### config.mk
export PLATFORM = sky130hd
export DESIGN_NAME = hazard_stall_unit
export DESIGN_NICKNAME = d
export VERILOG_FILES = /design/src/rtl/hazard_stall_unit.sv
export SDC_FILE = /design/constraint.sdc
export NUM_CORES = 1
export LEC_CHECK = 0
export ABC_CLOCK_PERIOD_IN_PS = 4100
export BUFFER_PORTS_ARGS = -buffer_cell sky130_fd_sc_hd__clkbuf_2
export CORE_MARGIN = 4
export CORE_UTILIZATION = 45
export CTS_BUF_LIST = sky130_fd_sc_hd__clkbuf_4 sky130_fd_sc_hd__clkbuf_8
export DETAILED_ROUTE_END_ITERATION = 10
export PLACE_DENSITY = 0.82
export SYNTH_ARGS = -nofsm -noshare
export SYNTH_HDL_FRONTEND = slang
export SYNTH_SLANG_ARGS = --single-unit
export TNS_END_PERCENT = 5
### constraint.sdc
create_clock -name clk -period 4.1 [get_ports clk]
set_clock_uncertainty 0.15 [all_clocks]
set_input_delay 0.41 -clock clk [delete_from_list [all_inputs] [get_ports clk]]
set_output_delay 0.41 -clock clk [all_outputs]
set_load 0.05 [all_outputs]
### src/rtl/hazard_stall_unit.sv
// hazard_stall_unit: pipeline stall/flush controller for load-use, data-memory wait and taken branches
module hazard_stall_unit #(
  parameter int CNT_W        = 16,
  parameter int WAIT_TIMEOUT = 64
) (
  input  logic             clk,
  input  logic             rst_n,
  input  logic             IDEX_MemRead,
  input  logic [4:0]       IDEX_RegisterRt,
  input  logic [4:0]       IFID_RegisterRs,
  input  logic [4:0]       IFID_RegisterRt,
  input  logic             IFID_UsesRt,
  input  logic             IFID_MemWrite,
  input  logic             branch_taken,
  input  logic             EXMEM_MemAccess,
  input  logic             dmem_ready,
  output logic             PCWrite,
  output logic             IFIDWrite,
  output logic             IFID_Flush,
  output logic             IDEX_Bubble,
  output logic             pipe_freeze,
  output logic [CNT_W-1:0] stall_count,
  output logic             mem_timeout
);
  typedef enum logic [1:0] {RUN, BUBBLE, MEM_WAIT} state_t;
  localparam int WW = $clog2(WAIT_TIMEOUT + 1);
  localparam logic [WW-1:0] WAIT_MAX = WW'(WAIT_TIMEOUT);
  localparam logic [WW-1:0] WAIT_ONE = WW'(1);
  state_t           state_q, state_d;
  logic [WW-1:0]    wait_cnt_q, wait_cnt_d;
  logic [CNT_W-1:0] stall_cnt_q, stall_cnt_d;
  logic             timeout_q, timeout_d;
  logic             load_use, mem_busy, in_wait, decode_run;
  // an sw whose rt is the lw target is left to memory-stage forwarding, so only true ID consumers stall
  assign load_use = IDEX_MemRead && (IDEX_RegisterRt != 5'd0) &&
                    ((IFID_RegisterRs == IDEX_RegisterRt) ||
                     (IFID_UsesRt && !IFID_MemWrite && (IFID_RegisterRt == IDEX_RegisterRt)));
  assign mem_busy   = EXMEM_MemAccess && !dmem_ready;
  assign in_wait    = (state_q == MEM_WAIT) && !dmem_ready;
  assign decode_run = (state_q == RUN) || ((state_q == MEM_WAIT) && dmem_ready);
  assign stall_count = stall_cnt_q;
  assign mem_timeout = timeout_q;
  // state, wait counter, stall counter and sticky timeout flag
  always_ff @(posedge clk or negedge rst_n) begin
    if (!rst_n) begin
      state_q     <= RUN;
      wait_cnt_q  <= '0;
      stall_cnt_q <= '0;
      timeout_q   <= 1'b0;
    end else begin
      state_q     <= state_d;
      wait_cnt_q  <= wait_cnt_d;
      stall_cnt_q <= stall_cnt_d;
      timeout_q   <= timeout_d;
    end
  end
  // next state and enables: memory wait dominates, then load-use bubble, then branch flush
  always_comb begin
    PCWrite     = 1'b1;
    IFIDWrite   = 1'b1;
    IFID_Flush  = 1'b0;
    IDEX_Bubble = 1'b0;
    pipe_freeze = 1'b0;
    state_d     = RUN;
    wait_cnt_d  = '0;
    if (in_wait) begin
      PCWrite     = 1'b0;
      IFIDWrite   = 1'b0;
      pipe_freeze = 1'b1;
      state_d     = MEM_WAIT;
      wait_cnt_d  = (wait_cnt_q == WAIT_MAX) ? wait_cnt_q : wait_cnt_q + WAIT_ONE;
    end else if (mem_busy) begin
      PCWrite     = 1'b0;
      IFIDWrite   = 1'b0;
      pipe_freeze = 1'b1;
      state_d     = MEM_WAIT;
      wait_cnt_d  = WAIT_ONE;
    end else if (decode_run && load_use) begin
      PCWrite     = 1'b0;
      IFIDWrite   = 1'b0;
      IDEX_Bubble = 1'b1;
      state_d     = BUBBLE;
    end else begin
      IFID_Flush  = branch_taken;
    end
    if (!rst_n) begin
      PCWrite     = 1'b1;
      IFIDWrite   = 1'b1;
      IFID_Flush  = 1'b0;
      IDEX_Bubble = 1'b0;
      pipe_freeze = 1'b0;
    end
    stall_cnt_d = (!PCWrite && (stall_cnt_q != '1)) ? stall_cnt_q + 1'b1 : stall_cnt_q;
    timeout_d   = timeout_q || ((state_d == MEM_WAIT) && (wait_cnt_d == WAIT_MAX));
  end
endmodule

Word-level counts from Yosys, hierarchy flattened
Cells that the tools add are included.
{ "totals": {"reg_bits": 26, "inputBits": 23, "out_inout_bits": 22, "word_cells": 52} }
{ "op_classes": {"n_addsub": 2, "n_eq_ne": 7, "mux": 21, "reduce_logical": 18} }
{ "ops": {"columns": ["cell", "count"], "rows": [
  ["1-bit two-way mux", 17],
  ["16-bit by 1-bit adder with 16-bit output, second input constant", 1],
  ["16-bit inequality test, second input constant", 1],
  ["7-bit equality test, second input constant", 2],
  ["7-bit two-way mux", 2],
  ["5-bit equality test", 2],
  ["1-bit logical AND", 10],
  ["7-bit by 1-bit adder with 7-bit output, second input constant", 1],
  ["5-bit nonzero test", 1],
  ["2-bit equality test, second input constant", 2],
  ["2-bit two-way mux", 2],
  ["1-bit logical NOT", 3],
  ["1-bit logical OR", 3],
  ["2-bit logical NOT", 1]
]} }

Logic depth before layout (Yosys ltp)
{ "depth": {"ltp_word": 12, "ltp_mapped": 9, "ltp_nobuf": 9} }

Worst setup path before layout
No wires, ideal clock.
{ "synth_timing": {"path_kind": "input-to-output", "startpoint": "in IDEX_RegisterRt[1]", "endpoint": "out PCWrite", "t_arrival_ns": 2.332, "setup_slack_ns": 1.208, "stages": 5, "n_path_buf": 1, "cell_sequence": "or4_1 o2111ai_2 a21oi_2 o21ai_1 buf_4"} }
{ "synth_between": {"elab_chain_cells": 9} }
{ "synth_rtl": {"columns": ["element", "line_no", "text"], "rows": [
  ["start: declaration", "9", "input logic [4:0] IDEX_RegisterRt,"],
  ["5-bit equality test", "37", "(IFID_UsesRt && !IFID_MemWrite && (IFID_RegisterRt == IDEX_RegisterRt)));"],
  ["1-bit logical AND", "37", null],
  ["1-bit logical OR", "36", "((IFID_RegisterRs == IDEX_RegisterRt) ||"],
  ["1-bit logical AND (*)", "35", "assign load_use = IDEX_MemRead && (IDEX_RegisterRt != 5'd0) &&"],
  ["1-bit logical AND (*)", "78", "end else if (decode_run && load_use) begin"],
  ["1-bit two-way mux (*) (4 in series)", null, null],
  ["end: declaration", "17", "output logic PCWrite,"]
]} }
Mark *: on every way between the ends. The rest lies on a longest branch, timed or not.

Final worst setup path
{ "layout_timing": {"startpoint": "in rst_n", "endpoint": "out IFIDWrite"} }
{ "layout_between": {"elab_chain_cells": 1} }
{ "layout_rtl": {"columns": ["element", "line_no", "text"], "rows": [
  ["start: declaration", "7", "input logic rst_n,"],
  ["1-bit two-way mux", "86", "if (!rst_n) begin"],
  ["end: declaration", "18", "output logic IFIDWrite,"]
]} }
No other way between the ends.

==> reports/summary.json <==
{
  "cts-buffers-inserted": 3,
  "worst_hold_startpoint": "dmem_ready",
  "final_net_count": 219,
  "timing.critical_path.fanout_max": 31,
  "clock_tree_from_tritoncts": "built",
  "regArea_um2": 651,
  "synth_compound_gate_area_share": 0.0667,
  "yosys.area_share.adder": 0.0253,
  "syn2layout_area_growth_pct": 21.5,
  "worst_hold_path.num_cells": 2,
  "max_freq_mhz": 369,
  "worstPathCellList": "dlygate4sd3_1, clkbuf_2, o21ai_1, clkbuf_2",
  "stdcell_area_um2": 1800,
  "pre_cts_ws_ns": 1.52,
  "crit_slowest_cell": "sky130_fd_sc_hd__dlygate4sd3_1",
  "final-max-slew-violation-count": 0,
  "mean_post_synth_cell_area_um2": 10.2,
  "synthesized_cell_area_um2": 1480,
  "synth_fp_nets": 171,
  "gr-usage-all-layers": 0.155,
  "grt_overflow_total": 0,
  "outcome": "finished clean",
  "cts.hold.buffers_added": 1,
  "sort_of_element_at_the_end_of_the_critical_path": "output port",
  "placement.cell_area_um2": 1740,
  "clkSinkCount": 26,
  "max-cap-violations": 0,
  "insertion_delay_ns": 0.32,
  "drt_wl_total_mm": 3.09,
  "post-synth-top-area-cell": "sky130_fd_sc_hd__dfrtp_1",
  "die-width_um": 65.4,
  "hold-path-endpoint": "state_q[1]$_DFF_PN0_",
  "drc": 0,
  "rrSetupSlack_ns": 1.86,
  "post_synth_mux_area_share": 0.0219,
  "post_cts_buffers": 0,
  "place_hpwl_mm": 2.42,
  "synth.top_cell.area_share": 0.439,
  "synth-warning-count": 0,
  "minimum_hold_slack_ns": 0.312,
  "timing.critical_path.depth": 4,
  "detail_route.wl_per_cell_um": 13.1,
  "async_flop_share": 1.00,
  "clock_transition_at_the_registers_of_the_reported_paths_ns": 0.14,
  "ys_seq_elements": 26,
  "synth_top_family_by_area": "simple AND/OR/NAND/NOR gates",
  "grt_max_degree": 32,
  "antenna_cells_inserted": 0,
  "regToRegEndpoint": "mem_timeout$_DFF_PN0_",
  "synth_flop_cell": "sky130_fd_sc_hd__dfrtp_1",
  "number_of_synthesized_flops_with_an_enable_pin": 0,
  "tritonroute_pass_1_iters": 4,
  "unrepaired_setup_endpoints_after_global_routing": "false",
  "drt_first_iter_violations": 132,
  "crit_buf_inv": 3,
  "cp_common_cell": "sky130_fd_sc_hd__clkbuf_2",
  "gp_routability_congestion": 0.787,
  "required_ns": 3.54,
  "ys_seq_area_frac": 0.439,
  "worst_path_largest_cell_delay_ns": 0.54,
  "grt_antenna_before_repair": 0,
  "min-delay-path-class": "in -> reg",
  "timing.reg2reg.worst_path_depth": 8,
  "r2r_start": "wait_cnt_q[0]$_DFF_PN0_",
  "fin_crit_sh": 0.660,
  "synth_most_common_cell": "sky130_fd_sc_hd__dfrtp_1",
  "global_route_wire_length_before_repair_mm": 5.26,
  "setup_viol": 0,
  "final.setup.tns_ns": 0,
  "fp-row-count": 20,
  "startpoint_type": "input pin",
  "post-route-min-period_ns": 2.71,
  "synth.distinct_cells": 37,
  "ioPinCount": 45,
  "antenna_violating_nets_post_route": 0,
  "cts_max_path_buffers": 2,
  "max-vdd-ir-drop_uv": 380,
  "starting_density_of_the_core": 0.478,
  "dr_total_vias": 1214,
  "final_critical_path_setup_slack_ns": 1.39,
  "placeableCoreArea_um2": 3100,
  "critical_path_arrival_ns": 2.15,
  "timing_hold_violations_final": 0,
  "cts_resized": 0,
  "synthSimpleGateAreaFrac": 0.261,
  "filler_cell_count": 314,
  "cellLeakagePower_nw": 0.859,
  "drive_above_1_share": 0.328,
  "critical_path_class": "in -> out",
  "multi_input_gate_area_in_the_final_layout_um2": 783,
  "cp_top_family": "buffers and inverters",
  "h-tree-depth": 1,
  "port_buffers": 44,
  "power_density_nw_per_um2": 392,
  "power.total_uw": 706,
  "fraction_of_synthesized_cell_area_in_xor_and_xnor_cells": 0.154,
  "fp.dieArea_um2": 4280,
  "floorplan.die.height_um": 65.4,
  "leading_cell_types_by_total_area_after_synthesis": "sky130_fd_sc_hd__dfrtp_1 (44%), sky130_fd_sc_hd__xnor2_1 (10%), sky130_fd_sc_hd__xor2_1 (5.3%), sky130_fd_sc_hd__nor2_1 (3.5%), sky130_fd_sc_hd__nand3_2 (3.4%)",
  "worst_pin_slew_ns": 0.720,
  "synth.cells.most_frequent": "sky130_fd_sc_hd__dfrtp_1 (26), sky130_fd_sc_hd__xnor2_1 (17), sky130_fd_sc_hd__nor2_1 (14), sky130_fd_sc_hd__nand2_1 (9), sky130_fd_sc_hd__xor2_1 (9)",
  "grt_pass1_vias": 1231,
  "slew_headroom": 0.520,
  "root_buffer": "sky130_fd_sc_hd__clkbuf_4",
  "syn-instance-count": 145,
  "via_cell_ratio": 5.14
}
-- metrics by stage --
step                instances  utilization
finish                    236        0.581
floorplan                 145            -
global route              236        0.581
global placement          231        0.560
detailed placement        231        0.560
CTS                       236        0.581
-- routing by layer --
layer	share of wire	vias to the layer above	track usage
li1	-	594	-
met1	0.41	590	0.179
met2	0.53	28	0.287
met3	0.049	2	0.0393
met4	0.0042	0	0.0337
met5	0	-	0
-- layout make-up --
cell class,count,share of cell area
multi-input combinational,109,0.435
sequential,26,0.361
clock buffer,3,0.0125
timing repair buffer,45,0.128
clock inverter,1,0.0167
tap,44,0.0306
inverter,8,0.0167
-- logic make-up (layout without fill, tap and decap cells) --
group | Yosys count | count (layout)
AO/OA/AOI/OAI | 12 | 12
XOR/XNOR | 26 | 26
multiplexers | 3 | 3
buffers and inverters | 10 | 57
AND/OR/NAND/NOR | 65 | 65
flip-flops | 26 | 26
adder cells (fa/ha/maj) | 3 | 3
-- worst max path at each step --
stage | startpoint | end | slack (ns)
floorplan | IDEX_RegisterRt[1] | PCWrite | 1.21
global placement | IDEX_RegisterRt[1] | IFIDWrite | 1.57
detailed placement | IDEX_RegisterRt[1] | PCWrite | 1.52
CTS | rst_n | IFIDWrite | 1.35
global route | rst_n | IFIDWrite | 1.19
finish | rst_n | IFIDWrite | 1.39
-- state kept, by name, indices dropped and copies added, names as in the netlist --
name	count
state_q	2
wait_cnt_q	7
mem_timeout	1
stall_count	16
-- report_power, final --
| part | internal (mW) | switching [mW] | leakage [nW] |
|---|---|---|---|
| Combinational | 0.0612 | 0.151 | 0.480 |
| Sequential | 0.283 | 0.0345 | 0.351 |
| Clock | 0.0989 | 0.0775 | 0.0279 |
| Total | 0.443 | 0.263 | 0.859 |
-- cell usage in the layout, fill, tap and decap left out, types with 3 or more instances in the layout --
cell type,n
sky130_fd_sc_hd__and2_1,3
sky130_fd_sc_hd__and3_1,6
sky130_fd_sc_hd__clkbuf_2,44
sky130_fd_sc_hd__clkbuf_4,3
sky130_fd_sc_hd__dfrtp_1,26
sky130_fd_sc_hd__ha_1,3
sky130_fd_sc_hd__inv_1,8
sky130_fd_sc_hd__nand2_1,9
sky130_fd_sc_hd__nand2b_1,4
sky130_fd_sc_hd__nand3_1,7
sky130_fd_sc_hd__nand3_2,5
sky130_fd_sc_hd__nor2_1,14
sky130_fd_sc_hd__o21ai_0,3
sky130_fd_sc_hd__xnor2_1,17
sky130_fd_sc_hd__xor2_1,9
Note: power is estimated with default switching activity, not from simulation.
